### src/rtl/gate_ctrl_if.sv
// rtl/gate_ctrl_if.sv - handshake/bus bundle between gate_ctrl and its counter/display neighbours
// Signals:
//   run         level, keep measuring while high
//   cnt_in      BCD digits from the cascaded counters, digit 0 in [3:0]
//   ovf_in      carry of the most-significant digit counter (counter clock domain)
//   gate_en     counter enable
//   cnt_clear_n counter clear, active low
//   latch       one-cycle strobe, result/ovf valid from this cycle
//   result      captured digits
//   ovf         captured overflow flag
//   busy        high whenever a measurement is in progress
// master: the environment driving run/cnt_in/ovf_in; slave: gate_ctrl.
interface gate_ctrl_if #(
    parameter int DIGITS = 4
);
    logic                  run;
    logic [4*DIGITS-1:0]   cnt_in;
    logic                  ovf_in;
    logic                  gate_en;
    logic                  cnt_clear_n;
    logic                  latch;
    logic [4*DIGITS-1:0]   result;
    logic                  ovf;
    logic                  busy;

    modport master (
        output run, cnt_in, ovf_in,
        input  gate_en, cnt_clear_n, latch, result, ovf, busy
    );

    modport slave (
        input  run, cnt_in, ovf_in,
        output gate_en, cnt_clear_n, latch, result, ovf, busy
    );
endinterface

### src/rtl/gate_ctrl.sv
// rtl/gate_ctrl.sv - gate-window sequencer for the frequency-count path
// Opens a GATE_CYCLES counting gate on the reference clock, waits SETTLE_CYCLES,
// then captures the BCD digits (and overflow) into a held result register.
// Repeats while run is high. All outputs are registered.
// Ports:
//   clk      reference time base, posedge
//   clear_n  asynchronous active-low reset
//   bus      gate_ctrl_if.slave (run, cnt_in, ovf_in in; gate_en, cnt_clear_n,
//            latch, result, ovf, busy out)
// Optional: OVF_DETECT_EN builds the ovf_in synchronizer and overflow capture;
// without it ovf is constant 0 and ovf_in is ignored.
module gate_ctrl #(
    parameter int DIGITS        = 4,
    parameter int GATE_CYCLES   = 1000,
    parameter int SETTLE_CYCLES = 4,
    parameter int CLEAR_CYCLES  = 2,
    parameter int CNT_W         = 16
) (
    input  logic         clk,
    input  logic         clear_n,
    gate_ctrl_if.slave   bus
);
    localparam int W = 4 * DIGITS;
    localparam logic [CNT_W-1:0] ONE         = {{(CNT_W-1){1'b0}}, 1'b1};
    localparam logic [CNT_W-1:0] CLEAR_LOAD  = CNT_W'(CLEAR_CYCLES - 1);
    localparam logic [CNT_W-1:0] GATE_LOAD   = CNT_W'(GATE_CYCLES - 1);
    localparam logic [CNT_W-1:0] SETTLE_LOAD = CNT_W'(SETTLE_CYCLES - 1);

    typedef enum logic [2:0] {
        S_IDLE,
        S_CLEAR,
        S_GATE,
        S_SETTLE,
        S_LATCH
    } state_t;

    state_t           state_q, state_d;
    logic [CNT_W-1:0] cnt_q, cnt_d;
    logic             gate_en_q, gate_en_d;
    logic             cnt_clear_n_q, cnt_clear_n_d;
    logic             latch_q, latch_d;
    logic             busy_q, busy_d;
    logic [W-1:0]     result_q, result_d;

    // The counter is loaded with (length - 1) on entry to a timed state and the
    // state is left on the cycle it reads zero, giving exactly 'length' cycles.
    always_comb begin
        state_d = state_q;
        cnt_d   = cnt_q - ONE;
        case (state_q)
            S_IDLE: begin
                cnt_d = '0;
                if (bus.run) begin
                    state_d = S_CLEAR;
                    cnt_d   = CLEAR_LOAD;
                end
            end
            S_CLEAR: begin
                if (cnt_q == '0) begin
                    state_d = S_GATE;
                    cnt_d   = GATE_LOAD;
                end
            end
            S_GATE: begin
                if (cnt_q == '0) begin
                    state_d = S_SETTLE;
                    cnt_d   = SETTLE_LOAD;
                end
            end
            S_SETTLE: begin
                if (cnt_q == '0) begin
                    state_d = S_LATCH;
                    cnt_d   = '0;
                end
            end
            S_LATCH: begin
                cnt_d   = CLEAR_LOAD;
                state_d = bus.run ? S_CLEAR : S_IDLE;
            end
            default: begin
                state_d = S_IDLE;
                cnt_d   = '0;
            end
        endcase
    end

    // Outputs are decoded from the next state so every output is a flop that
    // lines up with the state register. The digits are captured on the edge
    // entering LATCH, so result is already valid while the strobe is high.
    always_comb begin
        gate_en_d     = (state_d == S_GATE);
        cnt_clear_n_d = (state_d == S_GATE) || (state_d == S_SETTLE) || (state_d == S_LATCH);
        latch_d       = (state_d == S_LATCH);
        busy_d        = (state_d != S_IDLE);
        result_d      = latch_d ? bus.cnt_in : result_q;
    end

    always_ff @(posedge clk or negedge clear_n) begin
        if (!clear_n) begin
            state_q       <= S_IDLE;
            cnt_q         <= '0;
            gate_en_q     <= 1'b0;
            cnt_clear_n_q <= 1'b0;
            latch_q       <= 1'b0;
            busy_q        <= 1'b0;
            result_q      <= '0;
        end else begin
            state_q       <= state_d;
            cnt_q         <= cnt_d;
            gate_en_q     <= gate_en_d;
            cnt_clear_n_q <= cnt_clear_n_d;
            latch_q       <= latch_d;
            busy_q        <= busy_d;
            result_q      <= result_d;
        end
    end

    assign bus.gate_en     = gate_en_q;
    assign bus.cnt_clear_n = cnt_clear_n_q;
    assign bus.latch       = latch_q;
    assign bus.busy        = busy_q;
    assign bus.result      = result_q;

`ifdef OVF_DETECT_EN
    // ovf_sync_q[0..1] is the two-flop synchronizer; [2] holds the previous
    // synchronized value for edge detection. A falling edge of the top-digit
    // carry marks the counter wrapping 9 -> 0, i.e. it overflowed.
    logic [2:0] ovf_sync_q, ovf_sync_d;
    logic       ovf_fall;
    logic       pend_q, pend_d;
    logic       ovf_q, ovf_d;

    always_comb begin
        ovf_sync_d = {ovf_sync_q[1:0], bus.ovf_in};
        ovf_fall   = ovf_sync_q[2] & ~ovf_sync_q[1];
        pend_d     = pend_q;
        if (state_q == S_CLEAR) begin
            pend_d = 1'b0;
        end else if (((state_q == S_GATE) || (state_q == S_SETTLE)) && ovf_fall) begin
            pend_d = 1'b1;
        end
        // pend_d, not pend_q, so an edge seen in the last SETTLE cycle still counts
        ovf_d = latch_d ? pend_d : ovf_q;
    end

    always_ff @(posedge clk or negedge clear_n) begin
        if (!clear_n) begin
            ovf_sync_q <= '0;
            pend_q     <= 1'b0;
            ovf_q      <= 1'b0;
        end else begin
            ovf_sync_q <= ovf_sync_d;
            pend_q     <= pend_d;
            ovf_q      <= ovf_d;
        end
    end

    assign bus.ovf = ovf_q;
`else
    assign bus.ovf = 1'b0;
`endif

endmodule

### src/flat_wrapper.sv
// flat-port wrapper written by rule: the top's interface ports become plain ports
module gate_ctrl_flat 
#(
    parameter int DIGITS        = 4,
    parameter int GATE_CYCLES   = 1000,
    parameter int SETTLE_CYCLES = 4,
    parameter int CLEAR_CYCLES  = 2,
    parameter int CNT_W         = 16
)
  (clk, clear_n, bus_run, bus_cnt_in, bus_ovf_in, bus_gate_en, bus_cnt_clear_n, bus_latch, bus_result, bus_ovf, bus_busy);
  gate_ctrl_if #(.DIGITS(DIGITS)) bus_i ();
  input  logic clk;
  input  logic clear_n;
  input wire logic [$bits(bus_i.run)-1:0] bus_run;
  input wire logic [$bits(bus_i.cnt_in)-1:0] bus_cnt_in;
  input wire logic [$bits(bus_i.ovf_in)-1:0] bus_ovf_in;
  output wire logic [$bits(bus_i.gate_en)-1:0] bus_gate_en;
  output wire logic [$bits(bus_i.cnt_clear_n)-1:0] bus_cnt_clear_n;
  output wire logic [$bits(bus_i.latch)-1:0] bus_latch;
  output wire logic [$bits(bus_i.result)-1:0] bus_result;
  output wire logic [$bits(bus_i.ovf)-1:0] bus_ovf;
  output wire logic [$bits(bus_i.busy)-1:0] bus_busy;
  assign bus_i.run = bus_run;
  assign bus_i.cnt_in = bus_cnt_in;
  assign bus_i.ovf_in = bus_ovf_in;
  assign bus_gate_en = bus_i.gate_en;
  assign bus_cnt_clear_n = bus_i.cnt_clear_n;
  assign bus_latch = bus_i.latch;
  assign bus_result = bus_i.result;
  assign bus_ovf = bus_i.ovf;
  assign bus_busy = bus_i.busy;
  gate_ctrl #(.DIGITS(DIGITS), .GATE_CYCLES(GATE_CYCLES), .SETTLE_CYCLES(SETTLE_CYCLES), .CLEAR_CYCLES(CLEAR_CYCLES), .CNT_W(CNT_W)) u_core (.clk(clk), .clear_n(clear_n), .bus(bus_i));
endmodule
### config.mk
export PLATFORM = sky130hd
export DESIGN_NAME = gate_ctrl_flat
export DESIGN_NICKNAME = d
export VERILOG_FILES = /design/src/rtl/gate_ctrl_if.sv /design/src/rtl/gate_ctrl.sv /design/src/flat_wrapper.sv
export SDC_FILE = /design/constraint.sdc
export NUM_CORES = 1
export LEC_CHECK = 0
export ABC_CLOCK_PERIOD_IN_PS = 2400
export BUFFER_PORTS_ARGS = -buffer_cell sky130_fd_sc_hd__buf_2
export CAP_MARGIN = 15
export CELL_PAD_IN_SITES_DETAIL_PLACEMENT = 2
export CELL_PAD_IN_SITES_GLOBAL_PLACEMENT = 2
export CORE_MARGIN = 2
export CORE_UTILIZATION = 30
export CTS_CLUSTER_SIZE = 14
export DETAILED_ROUTE_END_ITERATION = 12
export PLACE_DENSITY_LB_ADDON = 0.15
export SYNTH_ARGS = -nofsm -noshare
export SYNTH_HDL_FRONTEND = slang
export SYNTH_SLANG_ARGS = --single-unit
### constraint.sdc
create_clock -name clk -period 2.4 [get_ports clk]
set_input_delay 0.12 -clock clk [delete_from_list [all_inputs] [get_ports clk]]
set_output_delay 0.12 -clock clk [all_outputs]
set_load 0.03 [all_outputs]
== Yosys cells after proc, flatten, opt, wreduce, memory -nomap -nowiden ==
Cells that the tools add are included.
Operators by class
  add/subtract/negate cells: 1
  reductions and logical operators: 5
  eq/ne operators: 7
  mux-type cells: 11
Operator list (number)
  $pmux W16 S5: 1
  $mux W16: 3
  $logic_not A16 Y1: 1
  $sub A16 B1 Y16 const B: 1
  $pmux W3 S5: 1
  $eq A3 B2 Y1 const B: 4
  $mux W3: 4
  $eq A3 B3 Y1 const B: 2
  $eq A3 B1 Y1 const B: 1
  $logic_not A3 Y1: 1
  $reduce_bool A3 Y1: 1
  $logic_or A1 B1 Y1: 2
  $mux W1: 2
Word-level totals
  word-level logic and storage cells: 31
  output and inout port bits: 21
  register bits after elaboration: 39

== Depth between registers and ports, before layout ==
  depth in word-level cells: 6
  mapped depth: 7
  depth with buffers taken out: 6

== Worst setup path after synthesis ==
No wires, ideal clock.
  path kind: flip-flop to flip-flop
  start: register u_core.cnt_q[0]
  end: register u_core.result_q[0] (netlist: u_core.bus.result[0])
  clock period less this slack: 2.150 ns
  path slack: 0.250 ns
  cell stages (with the launch flop): 8
  required time: 2.275 ns
  arrival time: 2.025 ns
  setup time: 0.125 ns
  path buffers: 1
  cell sequence: dfrtp_1 > inv_1 > ha_1 > nor4b_4 > nand4_4 > nor3_4 > buf_8 > mux2_4
On the way
  cells in the longest elaborated chain, start to end: 4
  elaborated cells between the ends (all ways): 6
RTL lines
  start, declared: RTL line gate_ctrl.sv:38  | logic [CNT_W-1:0] cnt_q, cnt_d;
  start signal, assigned: RTL line gate_ctrl.sv:109  | cnt_q <= cnt_d;
  $logic_not A16 Y1 *: RTL line gate_ctrl.sv:59, gate_ctrl.sv:65, gate_ctrl.sv:71
  $mux W3, on equally long branches: RTL line gate_ctrl.sv:71, gate_ctrl.sv:65, gate_ctrl.sv:59
  $pmux W3 S5 *: RTL line gate_ctrl.sv:50  | case (state_q)
  via u_core.state_d[2]: RTL line gate_ctrl.sv:37  | state_t state_q, state_d;
  $eq A3 B3 Y1 *: RTL line gate_ctrl.sv:93  | latch_d = (state_d == S_LATCH);
  end signal, assigned: RTL line gate_ctrl.sv:114  | result_q <= result_d;
  end, declared: RTL line gate_ctrl.sv:43  | logic [W-1:0] result_q, result_d;
Mark *: on every way through the listed nets, which the timed path passes. The rest lies on a longest branch.
A chain may end at the register's enable or synchronous reset.

== Worst setup path after layout ==
  start: register u_core.cnt_q[0]
  end: register u_core.result_q[10] (netlist: u_core.bus.result[10])
On the way
  cells in the longest elaborated chain, start to end: 4
  elaborated cells between the ends (all ways): 6
RTL lines (RTL line)
  $logic_not A16 Y1 *: gate_ctrl.sv:59, gate_ctrl.sv:65, gate_ctrl.sv:71
  $mux W3, on equally long branches: gate_ctrl.sv:71, gate_ctrl.sv:65, gate_ctrl.sv:59
  $pmux W3 S5 *: gate_ctrl.sv:50
  $eq A3 B3 Y1 *: gate_ctrl.sv:93
Every way passes the cells marked *; elsewhere a longest branch is shown, timed or not.

==> run_results.csv <==
group,metric,value,unit
detailed_routing,routedWlPerCell,15.8,µm
power_and_ir_drop,ir_worst_vdd,0.423,mV
global_route,grt_use_total,14.6,%
detailed_routing,drc,0,
floorplan,chipWidth,81.2,µm
timing,final-max-slew-violation-count,0,
setup_path,cp.arrival,2.29,ns
synth,yosys.area.top_type,"dfrtp_1",
timing,slew_headroom,41.9,%
clock_network,cts_sinks,39,
placement,dp.cells,259,
layout,drive_above_1_share,38.3,%
setup_path,r2r_slack,0.29,ns
floorplan,die_area,6600,µm²
setup_path,cp_max_fo,17,
synth,syn_nets,167,
timing,max_freq,473,MHz
timing,fin_skew,0.00878,ns
setup_path,reg2reg_from,"u_core.cnt_q[0]$_DFF_PN0_",
floorplan,row_count,28,
setup_path,worstSetupPathType,"flip-flop to flip-flop",
hold_path,min-delay-start,"bus_cnt_in[3]",
global_route,grt_overflow,0,
setup_path,cp-end-kind,"flip-flop",
clock_network,cts_made_buffers,5,
placement,dpl.hpwl,3070,µm
synth,synth_seq_cells,39,
timing,setup_viol,0,
placement,dpl_worst_slack,0.251,ns
setup_path,r2r-end,"u_core.bus.result[10]$_DFFE_PN0P_",
clock_network,ctsResizeCount,0,
timing,worstMarginPinSlew,0.872,ns
placement,io_buffers,38,
timing,setup_ws,0.287,ns
power_and_ir_drop,p_leak,1.08,nW
floorplan,core-area,5850,µm²
global_route,grt_pass1_wl,7250,µm
clock_network,cts.clk_slew.worst_paths,0.08,ns
layout,final_cell_area,2220,µm²
layout,fillers,626,
hold_path,whs_path_depth,2,
layout,fin_util,37.9,%
synth,yosys_warnings,0,
global_route,grt_pass1_vias,1456,
setup_path,required,2.58,ns
clock_network,htree_levels,2,
synth,seq_area_frac_synth,54.5,%
timing,grt_setup_unrepaired,"no",
synth,synthArstFlopShare,100,%
hold_path,holdPathEnd,"u_core.bus.result[3]$_DFFE_PN0P_",
detailed_routing,ant_nets,0,
clock_network,cts_tree,"built",
synth,netlist_area,1790,µm²
clock_network,cts_hold_buf,1,
setup_path,reg2reg_depth,7,
timing,fin_setup_tns,0,ns
synth,synthCells,146,
clock_network,clk_latency,0.29,ns
clock_network,cts_root_buffer,"clkbuf_8",
global_route,grt_max_degree,40,
timing,hold_violations,0,
detailed_routing,via_count,1278,
setup_path,cp-start-kind,"flip-flop",
detailed_routing,routed_via_density,4.77,
timing,fin_crit_sh,88.1,%
synth,ys.flop_type,"dfrtp_1",
synth,synth_largest_type_area_fraction,54.5,%
floorplan,start_util,30.6,%
clock_network,cts_setup_buffers,0,
synth,yosys-top-cells-area,"dfrtp_1, mux2_4, mux2_2, xor2_1, nor2_1",
detailed_routing,dr.pass1.iters,3,
timing,period_needed,2.11,ns
status,status,"complete, no violations",
layout,nets,213,
placement,gp_congestion,0.738,
floorplan,dieHeight,81.2,µm
synth,synth_edf_count,0,
floorplan,io_pins,41,
placement,place_area,2090,µm²
hold_path,holdCritPathClass,"primary input to flip-flop",
layout,instances_no_fill,268,
synth,syn_area_per_cell,12.3,µm²
detailed_routing,wirelength,4230,µm
layout,syn_to_final_growth,23.8,%
global_route,antenna_found_initial,0,
layout,n_antenna_cell,0,
synth,synth_cell_types,39,
clock_network,clockBufferDepth,2,
detailed_routing,drt_iter0_drc,26,
power_and_ir_drop,p_per_area,1280,nW/µm²
flow_run,drv_cap,0,
==> synthesized netlist by cell type (3+ instances only) <==
cell type	n
mux2_4	9
o21ai_0	4
nor2_1	16
dfrtp_1	39
nand2_1	8
a21oi_1	6
inv_1	5
nand3_1	5
nor3_1	3
xor2_1	9
mux2_2	7
==> final cells by class <==
type	instances	area, µm²	area share, %
inverter	5	18.8	0.847
clock inverter	2	35.0	1.58
tap	75	93.8	4.23
multi-input combinational	97	759	34.3
timing repair buffer	44	250	11.3
sequential	39	976	44.0
clock buffer	6	82.6	3.73
==> cell families (layout without fill, tap and decap cells) <==
group | after synthesis | in the layout | synth area share, %
AO/OA/AOI/OAI | 17 | 17 | 5.95
XOR/XNOR | 11 | 11 | 5.39
adder cells (fa/ha/maj) | 1 | 1 | 0.699
buffers and inverters | 10 | 57 | 3.01
flip-flops | 39 | 39 | 54.5
multiplexers | 16 | 16 | 12.0
other | 1 | 1 | 0.210
AND/OR/NAND/NOR | 51 | 51 | 18.3
==> layout by cell type (no fill, tap or decap), types with 2 or more instances in the layout <==
| master | count |
|---|---|
| a21oi_1 | 6 |
| buf_2 | 38 |
| buf_4 | 4 |
| clkbuf_8 | 6 |
| dfrtp_1 | 39 |
| inv_1 | 5 |
| mux2_2 | 7 |
| mux2_4 | 9 |
| nand2_1 | 8 |
| nand3_1 | 5 |
| nand3b_1 | 2 |
| nand4_1 | 2 |
| nor2_1 | 16 |
| nor3_1 | 3 |
| nor4_1 | 2 |
| o21ai_0 | 4 |
| o41ai_1 | 2 |
| or3_1 | 2 |
| xnor2_1 | 2 |
| xor2_1 | 9 |
==> worst max-delay path, cell delays in order, from the launching register on <==
cell and delay, ns:
dfrtp_1 0.45, inv_1 0.08, ha_1 0.17, nor4b_4 0.35, nand4_4 0.16, nor3_4 0.24, buf_12 0.19, mux2_2 0.35
==> registers in the layout, summed over array words and instances (netlist names) <==
signal and count:
u_core.bus.busy 1, u_core.bus.result 16, u_core.state_q 3, u_core.bus.cnt_clear_n 1
u_core.bus.latch 1, u_core.cnt_q 16, u_core.bus.gate_en 1
==> power breakdown <==
part | switching [mW] | internal, mW
Combinational | 0.682 | 0.468
Sequential | 0.227 | 0.881
Clock | 0.236 | 0.337
Total | 1.14 | 1.69
==> metrics by stage <==
stage,power [mW],hold WS [ns]
5_1_grt,3.05,0.0439
3_3_place_gp,2.22,0.284
4_1_cts,2.88,0.0449
3_5_place_dp,2.29,0.296
2_1_floorplan,1.91,-0.176
6_report,2.83,0.0499
==> how the worst max path moves through the flow <==
stage,to,from
after global routing,u_core.bus.result[7]$_DFFE_PN0P_,u_core.cnt_q[0]$_DFF_PN0_
after floorplan,u_core.bus.result[0]$_DFFE_PN0P_,u_core.cnt_q[0]$_DFF_PN0_
after CTS,u_core.cnt_q[13]$_DFF_PN0_,u_core.cnt_q[4]$_DFF_PN0_
after detailed placement,u_core.cnt_q[13]$_DFF_PN0_,u_core.cnt_q[4]$_DFF_PN0_
after global placement,u_core.bus.result[8]$_DFFE_PN0P_,u_core.cnt_q[0]$_DFF_PN0_
final,u_core.bus.result[10]$_DFFE_PN0P_,u_core.cnt_q[0]$_DFF_PN0_
==> routing by layer <==
metal	part of all wire, %	up-vias	track usage (%)
met5	0	-	0
met4	1.4	0	4.58
met3	3.7	6	3.33
met2	49	30	24.2
met1	46	644	18.9
li1	-	598	-
(Power assumes the default switching activity.)
